[src/rtl/load_store_unit_pkg.sv]
`default_nettype none
// ============================================================================
// Module      : load_store_unit_pkg
// Description : Shared definitions for the load/store unit. It holds the
//               store/load type encodings, the access-size and FSM state
//               enums, and helpers that decode the access size and detect
//               misalignment.
// Revision    : 1.0 - initial release
// ============================================================================
package load_store_unit_pkg;

  // Store type encodings (funct3 style)
  localparam logic [2:0] ST_B  = 3'b000;
  localparam logic [2:0] ST_H  = 3'b001;
  localparam logic [2:0] ST_W  = 3'b010;

  // Load type encodings (funct3 style)
  localparam logic [2:0] LD_B  = 3'b000;
  localparam logic [2:0] LD_H  = 3'b001;
  localparam logic [2:0] LD_W  = 3'b010;
  localparam logic [2:0] LD_BU = 3'b100;
  localparam logic [2:0] LD_HU = 3'b101;

  typedef enum logic [1:0] {
    SZ_BYTE = 2'd0,
    SZ_HALF = 2'd1,
    SZ_WORD = 2'd2
  } lsu_size_t;

  typedef enum logic [1:0] {
    IDLE   = 2'd0,
    REQ    = 2'd1,
    WAIT_R = 2'd2,
    DONE   = 2'd3
  } lsu_state_t;

  // Any encoding that is not recognised falls back to a word access.
  function automatic lsu_size_t lsu_size(input logic       we,
                                         input logic [2:0] st,
                                         input logic [2:0] lt);
    lsu_size_t sz;
    sz = SZ_WORD;
    if (we) begin
      case (st)
        ST_B:    sz = SZ_BYTE;
        ST_H:    sz = SZ_HALF;
        ST_W:    sz = SZ_WORD;
        default: sz = SZ_WORD;
      endcase
    end else begin
      case (lt)
        LD_B, LD_BU: sz = SZ_BYTE;
        LD_H, LD_HU: sz = SZ_HALF;
        LD_W:        sz = SZ_WORD;
        default:     sz = SZ_WORD;
      endcase
    end
    return sz;
  endfunction

  function automatic logic lsu_misaligned(input lsu_size_t  sz,
                                          input logic [1:0] off);
    logic mis;
    case (sz)
      SZ_HALF: mis = off[0];
      SZ_WORD: mis = |off;
      default: mis = 1'b0;
    endcase
    return mis;
  endfunction

endpackage
`default_nettype wire

[src/rtl/load_store_unit_align.sv]
`default_nettype none
// ============================================================================
// Module      : lsu_align
// Description : Combinational lane steering for the load/store unit.
//               Store side: byte enables and lane-replicated write data.
//               Load side : byte/half extraction with sign/zero extension.
// Ports       : we_i, store_type_i, load_type_i - access kind
//               offset_i                         - byte offset addr[1:0]
//               wdata_i / wdata_o                - raw / replicated store data
//               rword_i / rdata_o                - bus read word / load result
//               be_o                             - byte enables
// Revision    : 1.0 - initial release
// ============================================================================
module lsu_align
  import load_store_unit_pkg::*;
(
  input  logic        we_i,
  input  logic [2:0]  store_type_i,
  input  logic [2:0]  load_type_i,
  input  logic [1:0]  offset_i,
  input  logic [31:0] wdata_i,
  input  logic [31:0] rword_i,
  output logic [3:0]  be_o,
  output logic [31:0] wdata_o,
  output logic [31:0] rdata_o
);

  lsu_size_t   size;
  logic [7:0]  byte_sel;
  logic [15:0] half_sel;
  logic        sign_ext;

  always_comb begin
    size     = lsu_size(we_i, store_type_i, load_type_i);
    byte_sel = rword_i[{offset_i, 3'b000} +: 8];
    half_sel = offset_i[1] ? rword_i[31:16] : rword_i[15:0];
    sign_ext = (load_type_i == LD_B) || (load_type_i == LD_H);

    be_o    = 4'b1111;
    wdata_o = wdata_i;
    rdata_o = rword_i;
    case (size)
      SZ_BYTE: begin
        be_o    = 4'b0001 << offset_i;
        wdata_o = {4{wdata_i[7:0]}};
        rdata_o = {{24{sign_ext & byte_sel[7]}}, byte_sel};
      end
      SZ_HALF: begin
        be_o    = 4'b0011 << {offset_i[1], 1'b0};
        wdata_o = {2{wdata_i[15:0]}};
        rdata_o = {{16{sign_ext & half_sel[15]}}, half_sel};
      end
      default: begin
        be_o    = 4'b1111;
        wdata_o = wdata_i;
        rdata_o = rword_i;
      end
    endcase
  end

endmodule
`default_nettype wire

[src/rtl/load_store_unit.sv]
`default_nettype none
// ============================================================================
// Module      : load_store_unit
// Description : Single-outstanding load/store unit between the CPU datapath
//               and a req/gnt + rvalid data bus. Misaligned accesses complete
//               with misalign_err and no bus activity; bus accesses that see
//               no gnt/rvalid within TIMEOUT_CYCLES complete with bus_err.
// Ports       : clk_i, rst_ni (async, active low)
//               CPU side : mem_req_i, d_wr_en_i, store_type_i, load_type_i,
//                          addr_i, wdata_i -> stall_o, rdata_o, done_o,
//                          misalign_err_o, bus_err_o
//               Bus side : bus_req_o, bus_we_o, bus_addr_o, bus_be_o,
//                          bus_wdata_o <- bus_gnt_i, bus_rvalid_i, bus_rdata_i
// Revision    : 1.0 - initial release
// ============================================================================
module load_store_unit
  import load_store_unit_pkg::*;
#(
  parameter int TIMEOUT_CYCLES = 16
) (
  input  logic        clk_i,
  input  logic        rst_ni,
  input  logic        mem_req_i,
  input  logic        d_wr_en_i,
  input  logic [2:0]  store_type_i,
  input  logic [2:0]  load_type_i,
  input  logic [31:0] addr_i,
  input  logic [31:0] wdata_i,
  output logic        stall_o,
  output logic [31:0] rdata_o,
  output logic        done_o,
  output logic        misalign_err_o,
  output logic        bus_err_o,
  output logic        bus_req_o,
  output logic        bus_we_o,
  output logic [31:0] bus_addr_o,
  output logic [3:0]  bus_be_o,
  output logic [31:0] bus_wdata_o,
  input  logic        bus_gnt_i,
  input  logic        bus_rvalid_i,
  input  logic [31:0] bus_rdata_i
);

  localparam int               CNT_W    = $clog2(TIMEOUT_CYCLES + 1);
  localparam logic [CNT_W-1:0] CNT_LAST = CNT_W'(TIMEOUT_CYCLES - 1);

  lsu_state_t       state_q, state_d;
  logic             we_q, we_d;
  logic [2:0]       st_q, st_d;
  logic [2:0]       lt_q, lt_d;
  logic [31:0]      addr_q, addr_d;
  logic [31:0]      wdata_q, wdata_d;
  logic [31:0]      rdata_q, rdata_d;
  logic             misalign_q, misalign_d;
  logic             bus_err_q, bus_err_d;
  logic [CNT_W-1:0] cnt_q, cnt_d;

  logic [3:0]       al_be;
  logic [31:0]      al_wdata;
  logic [31:0]      al_rdata;
  logic             misaligned_now;
  logic             in_req;

  // Steering always works on the captured access so the bus sees stable
  // values for the whole request even if the CPU inputs change.
  lsu_align u_align (
    .we_i         (we_q),
    .store_type_i (st_q),
    .load_type_i  (lt_q),
    .offset_i     (addr_q[1:0]),
    .wdata_i      (wdata_q),
    .rword_i      (bus_rdata_i),
    .be_o         (al_be),
    .wdata_o      (al_wdata),
    .rdata_o      (al_rdata)
  );

  assign misaligned_now = lsu_misaligned(lsu_size(d_wr_en_i, store_type_i, load_type_i),
                                         addr_i[1:0]);

  // Bus outputs are qualified by the REQ state so reset (which forces IDLE)
  // clears them immediately and a timeout drops the request.
  assign in_req         = (state_q == REQ);
  assign bus_req_o      = in_req;
  assign bus_we_o       = in_req & we_q;
  assign bus_addr_o     = in_req ? {addr_q[31:2], 2'b00} : 32'd0;
  assign bus_be_o       = in_req ? al_be : 4'd0;
  assign bus_wdata_o    = (in_req & we_q) ? al_wdata : 32'd0;

  assign done_o         = (state_q == DONE);
  assign stall_o        = mem_req_i & (state_q != DONE);
  assign rdata_o        = rdata_q;
  assign misalign_err_o = misalign_q;
  assign bus_err_o      = bus_err_q;

  always_ff @(posedge clk_i or negedge rst_ni) begin
    if (!rst_ni) begin
      state_q    <= IDLE;
      we_q       <= 1'b0;
      st_q       <= 3'd0;
      lt_q       <= 3'd0;
      addr_q     <= 32'd0;
      wdata_q    <= 32'd0;
      rdata_q    <= 32'd0;
      misalign_q <= 1'b0;
      bus_err_q  <= 1'b0;
      cnt_q      <= '0;
    end else begin
      state_q    <= state_d;
      we_q       <= we_d;
      st_q       <= st_d;
      lt_q       <= lt_d;
      addr_q     <= addr_d;
      wdata_q    <= wdata_d;
      rdata_q    <= rdata_d;
      misalign_q <= misalign_d;
      bus_err_q  <= bus_err_d;
      cnt_q      <= cnt_d;
    end
  end

  always_comb begin
    state_d    = state_q;
    we_d       = we_q;
    st_d       = st_q;
    lt_d       = lt_q;
    addr_d     = addr_q;
    wdata_d    = wdata_q;
    rdata_d    = rdata_q;
    misalign_d = misalign_q;
    bus_err_d  = bus_err_q;
    cnt_d      = cnt_q;

    case (state_q)
      IDLE: begin
        if (mem_req_i) begin
          we_d       = d_wr_en_i;
          st_d       = store_type_i;
          lt_d       = load_type_i;
          addr_d     = addr_i;
          wdata_d    = wdata_i;
          rdata_d    = 32'd0;
          bus_err_d  = 1'b0;
          misalign_d = misaligned_now;
          cnt_d      = '0;
          state_d    = misaligned_now ? DONE : REQ;
        end
      end
      REQ: begin
        if (bus_gnt_i) begin
          cnt_d = '0;
          if (we_q) begin
            state_d = DONE;
          end else if (bus_rvalid_i) begin
            // Zero-wait read: data arrives with the grant.
            rdata_d = al_rdata;
            state_d = DONE;
          end else begin
            state_d = WAIT_R;
          end
        end else if (cnt_q == CNT_LAST) begin
          bus_err_d = 1'b1;
          rdata_d   = 32'd0;
          state_d   = DONE;
        end else begin
          cnt_d = cnt_q + CNT_W'(1);
        end
      end
      WAIT_R: begin
        if (bus_rvalid_i) begin
          rdata_d = al_rdata;
          state_d = DONE;
        end else if (cnt_q == CNT_LAST) begin
          bus_err_d = 1'b1;
          rdata_d   = 32'd0;
          state_d   = DONE;
        end else begin
          cnt_d = cnt_q + CNT_W'(1);
        end
      end
      DONE: begin
        state_d = IDLE;
      end
      default: begin
        state_d = IDLE;
      end
    endcase
  end

endmodule
`default_nettype wire

[config.mk]
export PLATFORM = sky130hd
export DESIGN_NAME = load_store_unit
export DESIGN_NICKNAME = d
export VERILOG_FILES = /design/src/rtl/load_store_unit_pkg.sv /design/src/rtl/load_store_unit_align.sv /design/src/rtl/load_store_unit.sv
export SDC_FILE = /design/constraint.sdc
export NUM_CORES = 1
export LEC_CHECK = 0
export ABC_CLOCK_PERIOD_IN_PS = 3800
export CAP_MARGIN = 20
export CORE_MARGIN = 4
export CORE_UTILIZATION = 40
export CTS_BUF_LIST = sky130_fd_sc_hd__clkbuf_16
export DETAILED_ROUTE_END_ITERATION = 7
export PLACE_DENSITY = 0.83
export SYNTH_ARGS = -nofsm -noshare
export SYNTH_HDL_FRONTEND = slang
export SYNTH_SLANG_ARGS = --single-unit
[constraint.sdc]
create_clock -name clk_i -period 3.8 [get_ports clk_i]
set_input_delay 0.76 -clock clk_i [delete_from_list [all_inputs] [get_ports clk_i]]
set_output_delay 0.76 -clock clk_i [all_outputs]
set_load 0.05 [all_outputs]
==> impl_metrics.ini <==
[worst_setup_path]
worstSetupEndpoint = bus_wdata_o[26]
worstSetupEndpointType = primary output
reg2regPathDepth = 7
crit-reg2reg-capture = rdata_o[5]
cp_data_required_time_ns = 3.04
critical_path.max_fanout = 45
timing.critical_path.arrival_ns = 2.59
worst_reg2reg_startpoint = state_q[1]
timing_worst_setup_path_type = reg -> out
critical_path.startpoint = state_q[1]
worstSetupStartpointType = flip-flop
worst-r2r-setup-slack_ns = 1.51

[place]
placement.io_buffers = 211
routability_congestion_estimate_from_global_placement = 0.854
place.detailed.hpwl_um = 12200

[clock_network]
cts_max_level = 3
clock_insertion_delay_worst_skew_ns = 0.36
post_cts_hold_fix_bufs = 0
setup_bufs_post_cts = 0
cts.repair.resized = 0
clkTransAtPathRegs_ns = 0.07
numCtsBuffers = 9
clock_tree_from_tritoncts = done
root_buffer = sky130_fd_sc_hd__clkbuf_16
cts_max_path_buffers = 2
numClockSinks = 112

[route]
drc = 0
drt_first_iter_violations = 270
vias = 5082
route.final.wire_length_um = 16900
wl_per_cell_um = 18.2
detail-route-antenna-nets = 0
avgViaCountPerCell = 5.45
first_pass_iters = 5

[die]
coreArea_mm2 = 0.0145
io_pins = 214
die_span_in_x_um = 130
initial_core_util_pct = 40.8
num_rows = 44
chipHeight_um = 130
die_area_mm2 = 0.0168

[grt]
groute.usage.overall_pct = 20.2
grt_max_degree = 60
globalRouteOverflowTotal = 0
via_count_of_the_first_global_routing_pass = 5260
grt_first_pass_wirelength_um = 26700
antenna_found_initial = 0

[yosys]
count_of_flip_flops_with_a_built_in_enable_after_synthesis = 0
seq_area_frac_synth_pct = 47.4
postSynthCellCount = 547
synth_area_per_cell_um2 = 10.8
mappedNetlistArea_mm2 = 0.00591
synthDistinctLibCells = 51
synth_ff_type = sky130_fd_sc_hd__dfrtp_1
ys_seq_elements = 112
async_set_or_reset_register_ratio_after_synthesis_pct = 100
yosys_warnings = 0

[layout]
finalNetCount = 858
commonest_non_fill_non_tap_cell_in_the_layout = sky130_fd_sc_hd__clkdlybuf4s50_1
layout.cells.most_common_list = 181 x sky130_fd_sc_hd__clkdlybuf4s50_1, 112 x sky130_fd_sc_hd__dfrtp_1, 72 x sky130_fd_sc_hd__mux2_2
n_fill_cell = 1178
count_of_antenna_diodes_in_the_layout = 0
syn_to_final_growth_pct = 48.4
fraction_of_final_layout_cells_with_drive_strength_greater_than_1_pct = 21.3

[power_and_ir_drop]
power.switching_w = 0.00379
cellInternalPower_w = 0.00427
power_leakage_nw = 3.59
power.density_mw_per_mm2 = 920
vdd_ir_drop_max_mv = 0.437
seqPwrFrac_pct = 26.7
power.clock.fraction_pct = 12.8
power_switching_share_pct = 47.0
combinational_share_of_power_pct = 60.5

[sta]
setup-tns-final_ns = 0
hold_slack_ns = 0.440
worst_pin_slew_ns = 0.883
period_minus_slack_ns = 3.35
finalMaxSlewViolations = 0
grt_setup_unrepaired = false
hold_viol = 0
relSlewSlack_pct = 41.1
finalCritPeriodShare_pct = 88.2
clock_skew_ns = 0.00648
maximum_achievable_frequency_mhz = 299
setup_viol = 0

[min_path]
worst_hold_path_type = in -> async

[run_status]
run_status = finished, final reports clean

[flow_run]
number_of_max_cap_violations = 0
worst min path at each step:
stage / slack, ns / endpoint / depth (start not counted) / start
finish: 0.44 / rdata_o[8] / 1 / rst_ni
global route: 0.51 / addr_q[11] / 1 / addr_q[11]
CTS: 0.48 / rdata_o[8] / 1 / rst_ni
detailed placement: 0.49 / addr_q[11] / 1 / addr_q[11]
global placement: 0.48 / addr_q[13] / 1 / addr_q[13]
floorplan: 0.46 / addr_q[0] / 0 / rst_ni
per-stage QoR:
| step | instance area [um2] | total power (W) | std cells | util (%) | setup slack, ns |
|---|---|---|---|---|---|
| after detailed placement | 8450 | 0.00705 | 916 | 58.3 | 0.706 |
| after global placement | 8450 | 0.00696 | 916 | 58.3 | 0.722 |
| final | 8770 | 0.00806 | 932 | 60.5 | 0.450 |
| after CTS | 8770 | 0.00811 | 932 | 60.5 | 0.408 |
| after global routing | 8770 | 0.00852 | 932 | 60.5 | 0.237 |
| after floorplan | 5910 | 0.00544 | 548 | - | 0.259 |
sequential cells by signal, summed over array words and instances (netlist names):
register / count
rdata_o: 32
wdata_q: 32
cnt_q: 5
lt_q: 3
bus_err_o: 1
misalign_err_o: 1
we_q: 1
addr_q: 32
state_q: 2
st_q: 3
cell families after synthesis:
group / count (synthesis) / synth area share [%]
adders and majority gates: 7 / 1.48
other: 1 / 0.0635
AOI/OAI and AO/OA: 117 / 15.4
DFF: 112 / 47.4
and+or+nand+nor: 147 / 12.5
buffers and inverters: 80 / 5.78
muxes: 83 / 17.3
Yosys cell counts, drive strengths merged (2+ instances only):
master | count | area share, %
and2 | 32 | 3.4
a211oi | 3 | 0.59
a21oi | 28 | 2.4
nand2 | 33 | 2.1
a31oi | 4 | 0.42
a22oi | 2 | 0.25
nor3b | 2 | 0.34
nand3 | 9 | 0.76
nor2 | 40 | 2.5
o22ai | 29 | 3.1
mux2 | 72 | 14
buf | 18 | 1.8
dfrtp | 112 | 47
a21boi | 4 | 0.51
mux2i | 3 | 0.51
ha | 7 | 1.5
o32ai | 24 | 4.8
clkbuf | 22 | 1.4
or3b | 2 | 0.34
mux4 | 8 | 3.0
nand2b | 2 | 0.21
and3 | 8 | 0.85
o21ai | 7 | 0.59
inv | 40 | 2.5
nand4b | 2 | 0.30
nor2b | 3 | 0.32
o21a | 5 | 0.64
nor3 | 10 | 0.85
cell type report:
class	count	area, um2	share of cell area, %
sequential	112	2800	32.0
tap	184	230	2.63
clock inverter	7	93.8	1.07
clock buffer	9	225	2.57
multi-input combinational	356	2780	31.7
inverter	40	150	1.71
timing repair buffer	224	2480	28.3
worst max-delay path, stage by stage (launching register included):
cell,delay [ns]
sky130_fd_sc_hd__dfrtp_1,0.42
sky130_fd_sc_hd__inv_1,0.10
sky130_fd_sc_hd__ha_1,0.29
sky130_fd_sc_hd__buf_12,0.22
sky130_fd_sc_hd__nand2_1,0.32
sky130_fd_sc_hd__buf_4,0.31
sky130_fd_sc_hd__nor3_1,0.34
sky130_fd_sc_hd__buf_12,0.19
metal layers:
| metal | global-route usage [%] | wire (um) |
|---|---|---|
| met5 | 0 | 0 |
| met4 | 7.27 | 329 |
| met3 | 6.84 | 1750 |
| met2 | 34.3 | 8330 |
| met1 | 23.9 | 6530 |
power by group through the flow:
stage               sequential [W]  combinational (W)  clock (W)
floorplan                  0.00252            0.00292          0
global placement           0.00214            0.00482          0
finish                     0.00215            0.00487    0.00103
global route               0.00222            0.00518    0.00112
detailed placement         0.00217            0.00488          0
CTS                        0.00215            0.00490    0.00106
(Power assumes the default switching activity.)
